$ cat src/rtl/fft_twiddle_sequencer.sv
// fft_twiddle_sequencer: radix-2 DIF FFT butterfly scheduler emitting address pairs and twiddle indices
// with a valid/ready stream and a programmable drain gap between stages.
module fft_twiddle_sequencer #(
    parameter int LOG2N     = 7,
    parameter int STAGE_GAP = 4
) (
    input  logic             clk,
    input  logic             rst_n,
    input  logic             start,
    input  logic             abort,
    output logic             busy,
    output logic             done,
    output logic             bf_valid,
    input  logic             bf_ready,
    output logic [2:0]       bf_stage,
    output logic [LOG2N-1:0] bf_addr_a,
    output logic [LOG2N-1:0] bf_addr_b,
    output logic [LOG2N-1:0] tw_idx,
    output logic             stage_last,
    output logic             frame_last
);
    localparam int               JW     = LOG2N - 1;
    localparam logic [JW-1:0]    J_LAST = '1;
    localparam logic [2:0]       S_LAST = 3'(LOG2N - 1);
    localparam logic [LOG2N-1:0] ONE    = LOG2N'(1);
    localparam logic [LOG2N-1:0] HALF   = ONE << JW;
    localparam logic [3:0]       GAP_LD = 4'(STAGE_GAP);

    typedef enum logic [1:0] {IDLE, RUN, GAP, FIN} state_t;

    state_t           state_q, state_d;
    logic [2:0]       s_q, s_d, stage_q, stage_d;
    logic [JW-1:0]    j_q, j_d;
    logic [3:0]       gap_q, gap_d;
    logic             busy_q, busy_d, done_q, done_d, valid_q, valid_d;
    logic             sl_q, sl_d, fl_q, fl_d, run;
    logic [LOG2N-1:0] a_q, a_d, b_q, b_d, tw_q, tw_d, span, jj, p;

    always_comb begin
        state_d = state_q;
        s_d     = s_q;
        j_d     = j_q;
        gap_d   = gap_q;
        if (abort) begin
            state_d = IDLE;
            s_d     = '0;
            j_d     = '0;
            gap_d   = '0;
        end else begin
            case (state_q)
                IDLE: if (start) begin
                    state_d = RUN;
                    s_d     = '0;
                    j_d     = '0;
                end
                RUN: if (bf_ready) begin
                    if (j_q != J_LAST) j_d = j_q + JW'(1);
                    else if (s_q == S_LAST) begin
                        state_d = FIN;
                        s_d     = '0;
                        j_d     = '0;
                    end else if (STAGE_GAP > 0) begin
                        state_d = GAP;
                        j_d     = '0;
                        gap_d   = GAP_LD;
                    end else begin
                        s_d = s_q + 3'd1;
                        j_d = '0;
                    end
                end
                GAP: begin
                    gap_d = gap_q - 4'd1;
                    if (gap_q == 4'd1) begin
                        state_d = RUN;
                        s_d     = s_q + 3'd1;
                    end
                end
                default: state_d = IDLE;
            endcase
        end
        // Descriptor is precomputed from next-state counters so every output leaves a flop.
        run     = state_d == RUN;
        jj      = {1'b0, j_d};
        span    = HALF >> s_d;
        p       = jj & (span - ONE);
        a_d     = run ? (((jj & ~(span - ONE)) << 1) | p) : '0;
        b_d     = run ? (a_d | span) : '0;
        tw_d    = run ? (p << s_d) : '0;
        stage_d = run ? s_d : '0;
        sl_d    = run && (j_d == J_LAST);
        fl_d    = sl_d && (s_d == S_LAST);
        valid_d = run;
        busy_d  = state_d != IDLE;
        done_d  = state_d == FIN;
    end

    always_ff @(posedge clk or negedge rst_n) begin
        if (!rst_n) begin
            state_q <= IDLE;
            s_q     <= '0;
            j_q     <= '0;
            gap_q   <= '0;
            stage_q <= '0;
            a_q     <= '0;
            b_q     <= '0;
            tw_q    <= '0;
            sl_q    <= 1'b0;
            fl_q    <= 1'b0;
            valid_q <= 1'b0;
            busy_q  <= 1'b0;
            done_q  <= 1'b0;
        end else begin
            state_q <= state_d;
            s_q     <= s_d;
            j_q     <= j_d;
            gap_q   <= gap_d;
            stage_q <= stage_d;
            a_q     <= a_d;
            b_q     <= b_d;
            tw_q    <= tw_d;
            sl_q    <= sl_d;
            fl_q    <= fl_d;
            valid_q <= valid_d;
            busy_q  <= busy_d;
            done_q  <= done_d;
        end
    end

    assign busy       = busy_q;
    assign done       = done_q;
    assign bf_valid   = valid_q;
    assign bf_stage   = stage_q;
    assign bf_addr_a  = a_q;
    assign bf_addr_b  = b_q;
    assign tw_idx     = tw_q;
    assign stage_last = sl_q;
    assign frame_last = fl_q;
endmodule

$ cat config.mk
export PLATFORM = sky130hd
export DESIGN_NAME = fft_twiddle_sequencer
export DESIGN_NICKNAME = d
export VERILOG_FILES = /design/src/rtl/fft_twiddle_sequencer.sv
export SDC_FILE = /design/constraint.sdc
export NUM_CORES = 1
export LEC_CHECK = 0
export ABC_AREA = 1
export BUFFER_PORTS_ARGS = -buffer_cell sky130_fd_sc_hd__buf_4
export CORE_ASPECT_RATIO = 0.8
export CORE_UTILIZATION = 54
export CTS_BUF_LIST = sky130_fd_sc_hd__clkbuf_2 sky130_fd_sc_hd__clkbuf_4 sky130_fd_sc_hd__clkbuf_8
export CTS_CLUSTER_SIZE = 25
export DETAILED_ROUTE_END_ITERATION = 12
export GPL_TIMING_DRIVEN = 0
export PLACE_DENSITY = 0.81
export SKIP_CTS_REPAIR_TIMING = 1
export SYNTH_ARGS = -nofsm -noshare
export SYNTH_HDL_FRONTEND = slang
export SYNTH_SLANG_ARGS = --single-unit
$ cat constraint.sdc
create_clock -name clk -period 3.1 [get_ports clk]
set_input_delay 0.155 -clock clk [delete_from_list [all_inputs] [get_ports clk]]
set_output_delay 0.155 -clock clk [all_outputs]
set_load 0.01 [all_outputs]
==> flow_summary.ini <==
[setup_path]
worst-setup-path-type = register to register
cp_data_arrival_time_ps = 3060
r2r_end = tw_idx[5]
ff2ff_setup_slack_ps = 270
end_kind = register
crit_path_start = j_q[1]
reg2reg_from = j_q[1]
startpoint_type = register
critPathRequiredTime_ps = 3330
critPathMaxFanout = 9
r2r.worst_path.cells = 17

[hold_path]
hold_path_depth = 2
hold_end = state_q[0]
min_from = abort
hold_path_class = input pin to register

[power]
p_seq_share_pct = 56.6
pwr-share-comb_pct = 8.0
power.net_switching_mw = 0.249
peakVddDrop_v = 0.000282
power.internal_mw = 0.785
p_sw_share_pct = 24.1
p_leak_nw = 1.47
p_clk_share_pct = 35.4
power.density_nw_per_um2 = 381
total_power_mw = 1.03

[finish]
regArea_um2 = 1100
area_growth_pct = 18.4
layout_common_cells = 65 x nand2_1, 44 x dfrtp_1, 41 x inv_1
multi_input_area_um2 = 986
nNetsFinal = 339
drive_gt1_share_pct = 21.9
final_common_cell = nand2_1
antenna_cells = 0
n_fill_cell = 324

[timing]
rsz0062_at_grt = false
period_minus_slack_ps = 2830
max_freq_mhz = 354
tightest_slew_ps = 530
slew_violations = 0
finalHoldViolations = 0
finalSetupViolations = 0
fin_crit_sh_pct = 91.1
relSlewSlack_pct = 64.6
fin_setup_tns_ps = 0
skew_ps = 7.76

[synth]
ys_seq_area_share_pct = 48.0
syn_area_per_cell_um2 = 7.97
synth_compound_area_share_pct = 8.56
netlist_area_um2 = 2290
syn_inst = 288
ys_seq_elements = 44
yosysUniqueCellTypes = 28
synth_top_family_by_area = simple AND/OR/NAND/NOR gates
syn_nets = 299
yosysWarnings = 0
synth-xor-area-share_pct = 0.382
synth_mux_area_share_pct = 0
synth-simple-area-share_pct = 30.3
synthAdderAreaFrac_pct = 3.27

[floorplanning]
core_um2 = 3930
start_util_pct = 58.4
die_h_um = 60.3
dieArea_um2 = 4520
num_rows = 20
die_w_um = 74.9
ios = 34

[run]
cap_violations = 0

[routing]
drcViolationCount = 0
avgRoutedWirePerCell_um = 12.7
ant_nets = 0
finalWirelength_um = 4880
vias_per_cell = 5.10
vias = 1958
drtIter0Drc = 196
firstDrtPassIters = 5

[grt]
antenna_found_initial = 0
grt_max_degree = 45
grt.total_usage_pct = 24.4
overflow = 0
grt_pass1_vias = 1749
grt_pass1_wl_um = 7940

[cts]
cts_made_buffers = 5
clkTransAtPathRegs_ps = 80
cts-root-buf = clkbuf_8
clock-sinks = 44
cts_buffer_depth = 2
clk_latency_ps = 310
cts_tree = yes
htreeDepth = 2

[placed_design]
portBuffers = 32
gp_congestion = 0.909
hpwl_um = 3610

[status]
status = finished clean
cells in the mapped netlist:
cell       instances  area, um^2
a21oi_1           13        65.1
a21oi_2            2        17.5
and3_4             1        11.3
buf_4              1        7.51
buf_6              2        22.5
dfrtp_1           44        1100
ha_1               6        75.1
inv_1             41         154
inv_2              9        33.8
nand2_1           66         248
nand2_2            4        25.0
nand3_1           21         105
nand3_2            3        30.0
nand3b_1           1        7.51
nand4_1            3        18.8
nor2_1            39         146
nor2_2             2        12.5
nor2_4             6        67.6
nor3_1             2        10.0
nor3b_1            1        7.51
o2111ai_1          1        8.76
o211a_1            1        10.0
o211ai_1           2        15.0
o21ai_0            8        40.0
o21ai_1            3        15.0
o22ai_1            4        25.0
or2_0              1        6.26
xor2_1             1        8.76
state kept, by name, indices dropped and copies added, names as in the netlist:
signal      count
bf_stage        3
state_q         2
bf_addr_a       7
tw_idx          7
gap_q           4
busy            1
frame_last      1
s_q             3
bf_valid        1
bf_addr_b       7
stage_last      1
done            1
j_q             6
critical path: stages (launching register included):
cell and delay [ps]:
dfrtp_1 390, ha_1 180, nand2_1 70, nor2_1 130
nand2_1 130, nand2_2 140, nand4_1 160, nand2_4 160
inv_2 120, nor2_4 150, nand2_1 130, ha_1 330
nor2_2 200, o211a_1 180, nand2_1 60, nand2_1 50
nand2_1 50, nor2_1 110
layer usage:
metal  global-route usage [%]  wire (um)  vias up
li1                         -          -      981
met1                     35.9       2410      881
met2                     34.1       2020       88
met3                     5.40        361        8
met5                        0          0        -
met4                     11.6         82        0
power groups by stage:
stage	Combinational (mW)	Sequential (mW)	Clock, mW
after floorplan	0.0470	0.598	0
after global placement	0.0794	0.596	0
after global routing	0.0938	0.586	0.400
final	0.0829	0.585	0.366
after CTS	0.0816	0.585	0.376
after detailed placement	0.0814	0.596	0
cells by family after synthesis:
kind of cell / count (synthesis)
adder cells (fa/ha/maj): 6
AND/OR/NAND/NOR: 150
XOR/XNOR: 1
buffers and inverters: 53
AO/OA/AOI/OAI: 34
flip-flops: 44
final cells by class:
cell class / instances / area share, %
Sequential cell: 44 / 40.5
Multi-Input combinational cell: 191 / 36.3
Timing Repair Buffer: 33 / 9.21
Inverter: 50 / 6.91
Clock buffer: 6 / 3.04
Tap cell: 55 / 2.53
Buffer: 3 / 1.11
Clock inverter: 2 / 0.368
stage by stage:
step / hold slack (ps) / std cells / worst slack (ps) / util [%] / area, um^2
after global placement: 171 / 375 / 236 / 66.3 / 2600
after global routing: 88.1 / 384 / 55.7 / 69.1 / 2720
after floorplan: -141 / 288 / 699 / - / 2290
after detailed placement: 176 / 375 / 228 / 66.3 / 2600
after CTS: -156 / 383 / 186 / 68.6 / 2700
final: 87.2 / 384 / 275 / 69.1 / 2720
worst max path at each step:
stage                           end  cells after the start
final                     tw_idx[5]                     17
after global placement    tw_idx[5]                     17
after floorplan           tw_idx[5]                     17
after detailed placement  tw_idx[5]                     17
after CTS                 tw_idx[5]                     17
after global routing      tw_idx[5]                     17
Power figures use the tool's default switching activity.
